File: config.mk
export PLATFORM = sky130hd
export DESIGN_NAME = pipeline_ctrl
export DESIGN_NICKNAME = d
export VERILOG_FILES = /design/src/rtl/cpu_types_pkg.sv /design/src/rtl/hazard_detect.sv /design/src/rtl/pipeline_ctrl.sv
export SDC_FILE = /design/constraint.sdc
export NUM_CORES = 1
export LEC_CHECK = 0
export ABC_AREA = 1
export CORE_MARGIN = 2
export CORE_UTILIZATION = 42
export CTS_CLUSTER_DIAMETER = 120
export DETAILED_ROUTE_END_ITERATION = 8
export GPL_TIMING_DRIVEN = 1
export PLACE_DENSITY = 0.76
export SLEW_MARGIN = 20
export SYNTH_ARGS = -nofsm -noshare
export SYNTH_HDL_FRONTEND = slang
export SYNTH_SLANG_ARGS = --single-unit
File: constraint.sdc
create_clock -name CLK -period 2.4 [get_ports CLK]
set_input_delay 0.48 -clock CLK [delete_from_list [all_inputs] [get_ports CLK]]
set_output_delay 0.48 -clock CLK [all_outputs]
set_load 0.01 [all_outputs]
File: src/rtl/cpu_types_pkg.sv
// Shared CPU control types.
//   pctrl_state_t : pipeline controller FSM state encoding (RUN, DWAIT, HALTED)
//   STALL_MAX     : saturation value of the stall cycle counter
//   sat_inc32     : saturating 32-bit increment used by the stall counter
package cpu_types_pkg;

    typedef enum logic [1:0] {
        RUN    = 2'd0,
        DWAIT  = 2'd1,
        HALTED = 2'd2
    } pctrl_state_t;

    localparam logic [31:0] STALL_MAX = 32'hFFFF_FFFF;

    // Increment that sticks at the all-ones value instead of wrapping.
    function automatic logic [31:0] sat_inc32(input logic [31:0] value);
        logic [31:0] result;
        if (value == STALL_MAX) begin
            result = value;
        end else begin
            result = value + 32'd1;
        end
        return result;
    endfunction

endpackage

File: src/rtl/hazard_detect.sv
// Load-use hazard detector.
//   idex_dREN : ID/EX latch holds a load
//   idex_rt   : destination register of that load
//   ifid_rs/ifid_rt : source registers of the instruction in IF/ID
//   load_use  : IF/ID instruction needs the loaded value before it exists
module hazard_detect (
    input  logic       idex_dREN,
    input  logic [4:0] idex_rt,
    input  logic [4:0] ifid_rs,
    input  logic [4:0] ifid_rt,
    output logic       load_use
);

    // Register 0 is hardwired zero, so a load targeting it never creates a dependency.
    assign load_use = idex_dREN & (idex_rt != 5'd0) &
                      ((idex_rt == ifid_rs) | (idex_rt == ifid_rt));

endmodule

File: src/rtl/pipeline_ctrl.sv
// Five-stage pipeline controller: data-access wait FSM, hazard/branch/jump
// latch steering, sticky halt and a saturating stall counter.
//   CLK, nRST              : clock (rising edge), asynchronous active-low reset
//   ihit, dhit             : fetch / data access complete this cycle
//   exmem_dREN/dWEN/halt   : EX/MEM latch holds a load / store / HALT
//   branch_taken, jump     : control transfer resolved in MEM / decoded in ID
//   idex_dREN, idex_rt, ifid_rs, ifid_rt : load-use hazard inputs
//   pc_en, *_en, *_flush   : PC and pipeline latch controls (combinational)
//   halt, stall_count, state : registered status outputs
module pipeline_ctrl
    import cpu_types_pkg::*;
(
    input  logic        CLK,
    input  logic        nRST,
    input  logic        ihit,
    input  logic        dhit,
    input  logic        exmem_dREN,
    input  logic        exmem_dWEN,
    input  logic        exmem_halt,
    input  logic        branch_taken,
    input  logic        jump,
    input  logic        idex_dREN,
    input  logic [4:0]  idex_rt,
    input  logic [4:0]  ifid_rs,
    input  logic [4:0]  ifid_rt,
    output logic        pc_en,
    output logic        ifid_en,
    output logic        ifid_flush,
    output logic        idex_en,
    output logic        idex_flush,
    output logic        exmem_en,
    output logic        exmem_flush,
    output logic        memwb_en,
    output logic        memwb_flush,
    output logic        halt,
    output logic [31:0] stall_count,
    output logic [1:0]  state
);

    pctrl_state_t state_r;
    logic         halt_r;
    logic [31:0]  stall_cnt_r;
    logic         pending_s;
    logic         load_use_s;

    assign pending_s   = (exmem_dREN | exmem_dWEN) & ~dhit;
    assign state       = state_r;
    assign halt        = halt_r;
    assign stall_count = stall_cnt_r;

    hazard_detect u_hazard (
        .idex_dREN (idex_dREN),
        .idex_rt   (idex_rt),
        .ifid_rs   (ifid_rs),
        .ifid_rt   (ifid_rt),
        .load_use  (load_use_s)
    );

    // Latch steering: pending data access > branch > load-use > jump > fetch miss > normal.
    always_comb begin
        pc_en       = 1'b0;
        ifid_en     = 1'b0;
        ifid_flush  = 1'b0;
        idex_en     = 1'b0;
        idex_flush  = 1'b0;
        exmem_en    = 1'b0;
        exmem_flush = 1'b0;
        memwb_en    = 1'b0;
        memwb_flush = 1'b0;
        if (state_r == HALTED) begin
            pc_en = 1'b0;
        end else if (pending_s) begin
            // Freeze the front of the pipe and drop a bubble into MEM/WB.
            memwb_flush = 1'b1;
        end else begin
            exmem_en = 1'b1;
            memwb_en = 1'b1;
            if (branch_taken) begin
                // Wrong-path instructions in IF/ID, ID/EX and EX/MEM are squashed;
                // exmem_en drops because flush must win on the same latch.
                pc_en       = 1'b1;
                ifid_flush  = 1'b1;
                idex_flush  = 1'b1;
                exmem_flush = 1'b1;
                exmem_en    = 1'b0;
            end else if (load_use_s) begin
                idex_flush = 1'b1;
            end else if (jump) begin
                pc_en      = ihit;
                ifid_flush = 1'b1;
                idex_en    = 1'b1;
            end else if (!ihit) begin
                ifid_flush = 1'b1;
                idex_en    = 1'b1;
            end else begin
                pc_en   = 1'b1;
                ifid_en = 1'b1;
                idex_en = 1'b1;
            end
        end
    end

    // Controller FSM with sticky halt flag; only reset leaves HALTED.
    always_ff @(posedge CLK or negedge nRST) begin
        if (!nRST) begin
            state_r <= RUN;
            halt_r  <= 1'b0;
        end else begin
            case (state_r)
                RUN: begin
                    if (pending_s) begin
                        state_r <= DWAIT;
                    end else if (exmem_halt) begin
                        state_r <= HALTED;
                        halt_r  <= 1'b1;
                    end else begin
                        state_r <= RUN;
                    end
                end
                DWAIT: begin
                    if (pending_s) begin
                        state_r <= DWAIT;
                    end else begin
                        state_r <= RUN;
                    end
                end
                HALTED: begin
                    state_r <= HALTED;
                    halt_r  <= 1'b1;
                end
                default: begin
                    state_r <= RUN;
                    halt_r  <= 1'b0;
                end
            endcase
        end
    end

    // Stall counter: counts non-halted cycles where the PC does not advance.
    always_ff @(posedge CLK or negedge nRST) begin
        if (!nRST) begin
            stall_cnt_r <= 32'd0;
        end else if ((state_r != HALTED) && !pc_en) begin
            stall_cnt_r <= sat_inc32(stall_cnt_r);
        end else begin
            stall_cnt_r <= stall_cnt_r;
        end
    end

endmodule

; After elaboration in Yosys (flattened, before gate mapping)
; Index checks and enable logic that the tools add are counted.
[word_totals]
ff_bits = 35
word_cells = 68
[classes]
addsub = 1
n_eq_ne = 8
mux = 42
bitwise = 8
reduce_logical = 6
[op_table]
columns = operator, count
row1 = 1-bit 2-to-1 mux, 38
row2 = 32-bit by 1-bit adder with 32-bit output (second input constant), 1
row3 = 32-bit equality test (second input constant), 1
row4 = 5-bit equality test, 2
row5 = 2-bit inequality test (second input constant), 3
row6 = 2-bit one-hot mux with 3 select lines, 1
row7 = 5-bit nonzero test, 1
row8 = 2-bit 2-to-1 mux, 2
row9 = 1-bit AND, 3
row10 = 1-bit NOT, 3
row11 = 1-bit one-hot mux with 3 select lines, 1
row12 = 3-bit AND reduction, 1
row13 = 2-bit by 1-bit equality test with 1-bit output (second input constant), 1
row14 = 2-bit equality test (second input constant), 1
row15 = 2-bit logical NOT, 1
row16 = 1-bit bitwise OR, 2
row17 = 2-bit AND reduction, 1
row18 = 1-bit logical AND, 1
row19 = 1-bit logical NOT, 1

; Logic depth before layout (Yosys ltp)
; Gate-level depths: netlist (run 1).
[depth]
word_depth = 10
mapped_depth = 14

; By module
; Synthesis (run 1) repeated with hierarchy kept, for this count alone.
[unflattened]
cells_unflattened = 436
hier_area_um2 = 2593.7
[modules_own_cells]
columns = module, instances, cells_each, area_per_inst_um2, seq_area_each_um2
row1 = pipeline_ctrl, 1, 391, 2398.6, 875.8
row2 = hazard_detect, 1, 45, 195.2, 0.0

; Worst setup path before layout (run 1)
; No wires, ideal clock.
[synth_timing]
path_type = input port to output port
start = input port exmem_dWEN
end = output port ifid_flush
arrival_ns = 1.374
required_ns = 1.920
path_slack_ns = 0.546
path_stages = 6
path_buffers = 0
cell_sequence = nor2_1 > nor2_1 > nor2_1 > inv_1 > nor2_1 > a31o_2
[synth_via]
elab_chain_len = 4
[synth_rtl]
columns = element, line
row1 = "start, declared", pipeline_ctrl.sv:18  ; input logic exmem_dWEN,
row2 = 1-bit bitwise OR, pipeline_ctrl.sv:46  ; assign pending_s = (exmem_dREN | exmem_dWEN) & ~dhit;
row3 = 1-bit AND, pipeline_ctrl.sv:46
row4 = 1-bit 2-to-1 mux, pipeline_ctrl.sv:72  ; end else if (pending_s) begin
row5 = 1-bit 2-to-1 mux, pipeline_ctrl.sv:70  ; if (state_r == HALTED) begin
row6 = "end, declared", pipeline_ctrl.sv:28  ; output logic ifid_flush,
; No other way between the ends.

; Worst setup path after layout (run 1)
[layout_timing]
start = input port exmem_dWEN
end = output port memwb_en
[layout_via]
elab_chain_len = 4
[layout_rtl]
columns = element, line
row1 = 1-bit bitwise OR, pipeline_ctrl.sv:46
row2 = 1-bit AND, pipeline_ctrl.sv:46
row3 = 1-bit 2-to-1 mux, pipeline_ctrl.sv:72
row4 = 1-bit 2-to-1 mux, pipeline_ctrl.sv:70
row5 = "end, declared", pipeline_ctrl.sv:33  ; output logic memwb_en,
; No other way between the ends.

==> results of run 1 <==
[area by class of cell]
| cell class | instances | area [sq um] |
|---|---|---|
| fillers | 555 | 2451 |
| well taps | 75 | 93.84 |
| clock inverters | 2 | 35.03 |
| flip-flops and latches | 35 | 875.8 |
| repair buffers | 79 | 762.0 |
| clock buffers | 6 | 82.58 |
| inverters | 69 | 259.0 |
| multi-input cells | 282 | 1361 |
[through the flow]
step	total power, mW	setup slack [ns]	instance area [sq um]
3_3_place_gp	1.394	-0.2298	3376
6_report	1.925	0.09690	3470
3_5_place_dp	1.405	-0.2576	3376
4_1_cts	1.948	0.007927	3478
2_1_floorplan	1.075	0.5463	2569
5_1_grt	2.041	0.01045	3470
[cell usage in the layout, fill, tap and decap left out, types with 3 or more instances in the layout]
cell type and n:
nor2_1 33, clkbuf_2 4, xor2_1 7, dlygate4sd2_1 7
buf_4 9, inv_1 65, inv_2 4, nand2_1 136
nor2_2 7, nor3_1 16, nand3_1 46, xnor2_1 7
clkdlybuf4s50_1 55, nand4_1 8, nand3_2 4, dfrtp_1 35
clkbuf_8 6, nand2_2 3
[power groups by stage]
stage | Clock [mW] | Sequential, mW | Combinational [mW]
4_1_cts | 0.572 | 0.712 | 0.664
2_1_floorplan | 0 | 0.735 | 0.340
3_5_place_dp | 0 | 0.720 | 0.685
6_report | 0.558 | 0.712 | 0.655
5_1_grt | 0.592 | 0.723 | 0.726
3_3_place_gp | 0 | 0.721 | 0.673
[worst register-to-register path: stages (launching register included)]
cell and delay, ns:
dfrtp_1 0.42, ha_1 0.21, nand2_1 0.09, nor2_4 0.17, nand3_4 0.14, nor3_2 0.16
nand3_2 0.15, buf_4 0.21, nand2_2 0.24, nand2_1 0.09, nand2_1 0.07
[layer usage]
metal	global-route usage, %	up-vias	wire length, microns
met5	0	-	0
li1	-	1370	-
met3	3.478	7	258
met1	27.06	1224	2937
met2	34.84	62	3136
met4	6.167	0	80
[logic make-up after synthesis]
logic type / synth area share (%)
AO/OA/AOI/OAI: 1.169
XOR/XNOR: 4.774
adder cells (fa/ha/maj): 0.4870
buffers and inverters: 13.00
flip-flops: 34.10
AND/OR/NAND/NOR: 46.47
[state kept, by name (all words and copies together) (netlist names)]
signal / count
stall_count: 32
halt: 1
state: 2
[timing repair]
action | CTS | global route
pin swaps | 0 | 1
resized for setup | 12 | 11
setup endpoints to repair | 8 | 5
[worst max path at each step]
stage	startpoint	endpoint	cells past startpoint
6_report	exmem_dWEN	memwb_en	6
3_3_place_gp	idex_rt[0]	ifid_en	9
2_1_floorplan	exmem_dWEN	ifid_flush	6
5_1_grt	ifid_rt[3]	idex_en	11
4_1_cts	ifid_rt[3]	ifid_flush	10
3_5_place_dp	idex_rt[3]	idex_flush	10
==> summary.txt, run 1 <==
Layout
  – Post-layout util: 58.60%
  – Non-Filler Instances: 548
  – Layout Area Growth over Synthesis: 35.07%
  – Layout Nets: 498
  – Antenna cells: 0
  – Share of post-route cells with drive strength above 1: 10.36%

Yosys
  – Post-synth ARST share: 100.0%
  – Post-synth EDFFs: 0
  – Post-Syn Area: 2569 sq um
  – Cell variety after synth: 26
  – Synthesized netlist net count: 420
  – Synth top area share: 34.10%
  – Syn Inst Count: 394
  – Cell taking the most area after synthesis: dfrtp_1
  – Seq/Total Area, Yosys: 34.10%
  – Ys flop type: dfrtp_1
  – Synth top cells by count: nand2_1 (136), inv_1 (65), nand3_1 (46), dfrtp_1 (35), nor2_1 (34)
  – Most common cell in the netlist: nand2_1
  – Synthesized flop and latch total: 35
  – Synth Warn #: 0
  – Most area-consuming cells after synthesis: dfrtp_1 (34%), nand2_1 (20%), inv_1 (9.5%), nand3_1 (9.0%), nor2_1 (5.0%)
  – Syn avg cell area: 6.520 sq um

GRT
  – Largest net degree at the start of global routing: 36
  – Tot GR Track Use: 20.67%
  – First-pass GRT wire length: 10.92 mm
  – Via count of the first global-routing pass: 2,463
  – Antenna violations before repair: 0
  – Grt ovf: 0

Worst setup path
  – Setup Crit Path Kind: in -> out
  – Flop-to-flop setup slack: 0.39 ns
  – CP Capture Type: output port
  – RR Startpoint: stall_count[0]
  – Crit start category: primary input
  – Most frequent CP cell: nor2_1
  – Critical-path maximum fanout: 2
  – WP data required: 1.92 ns
  – Reg2reg end: stall_count[3]
  – Slowest cell on the critical path: clkdlybuf4s50_1
  – Critical Path AT: 1.82 ns
  – Critical path buffers and inverters: 3
  – Top delay family on crit path: buffers and inverters
  – Worst reg2reg path depth: 10
  – Worst stage delay on the critical path: 0.52 ns
  – Critical path, cell by cell: clkdlybuf4s50_1, nor2_1, nor2_1, nor2_1, buf_4, clkdlybuf4s50_1

Routing
  – Final WL: 6.414 mm
  – Drt drc: 0
  – Avg WL per Cell: 11.70 microns
  – DR vias/cell: 4.859
  – Vias: 2,663
  – DRT iter0 DRCs: 178
  – Post-route ant nets: 0
  – Pre-Repair DR Iteration Count: 4

Power
  – Flop pwr share: 37.0%
  – Comb pwr share: 34.0%
  – Clock Power Share: 29.0%
  – Net Sw Power: 0.6303 mW
  – Leakage power: 1.680 nW
  – Switch share: 32.74%
  – Max VDD drop: 0.3558 mV
  – Pint: 1.295 mW
  – PD cells: 554.8 nW/um^2

STA
  – Tightest Pin Transition: 0.4499 ns
  – Period Utilization, post-route: 95.96%
  – Hold WS: 0.4883 ns
  – Setup Viol. Count Final: 0
  – Pins Over Slew Limit: 0
  – Unrepaired setup endpoints after global routing: no
  – Layout Skew: 0.004363 ns
  – Fmax: 434.2 MHz
  – Worst slew margin: 70.01%
  – Final worst path period need: 2.303 ns
  – Final hold viol count: 0
  – Final setup TNS: 0 ns

Hold path
  – Hold Crit Start: state[1]
  – Hold path depth: 1
  – WHS Endpoint: state[0]
  – Hold WC Path Type: reg -> reg

Floorplanning
  – Die Wd: 82.21 microns
  – Site Rows: 28
  – Die footprint: 6758 sq um
  – Chip height: 82.21 microns
  – Core Box Area: 5921 sq um
  – I/O Pins: 69
  – Initial core utilization: 43.39%

Run status
  – Status: finished, final reports clean

CTS
  – Setup bufs post-CTS: 0
  – CTS Sinks: 35
  – TritonCTS clock tree: built
  – Clock latency on the worst-skew pair: 0.29 ns
  – H-tree depth: 2
  – Hold buffer count at CTS: 0
  – Root Buffer: clkbuf_8
  – Clock input transition at the sequential cells of the worst setup and hold paths: 0.07 ns
  – TritonCTS Buffers: 5
  – Clock buffer depth: 2

Place
  – Placed Instances: 540
  – Placer Congestion: 0.8993
  – PortBufs: 68
  – DPL Wire Length: 4.886 mm

Run
  – Maxcap violations: 0
Power figures use the tool's default switching activity.
==> inputs of run 2 (changes only) <==
--- a/config.mk
+++ b/config.mk
@@ -11,6 +11,7 @@
 export CTS_CLUSTER_DIAMETER = 120
 export DETAILED_ROUTE_END_ITERATION = 8
 export GPL_TIMING_DRIVEN = 1
+export HOLD_SLACK_MARGIN = 0.06
 export PLACE_DENSITY = 0.76
 export SLEW_MARGIN = 20
 export SYNTH_ARGS = -nofsm -noshare
==> results of run 2 <==
No change in the layout: final DEF, timing and power equal those of run 1.
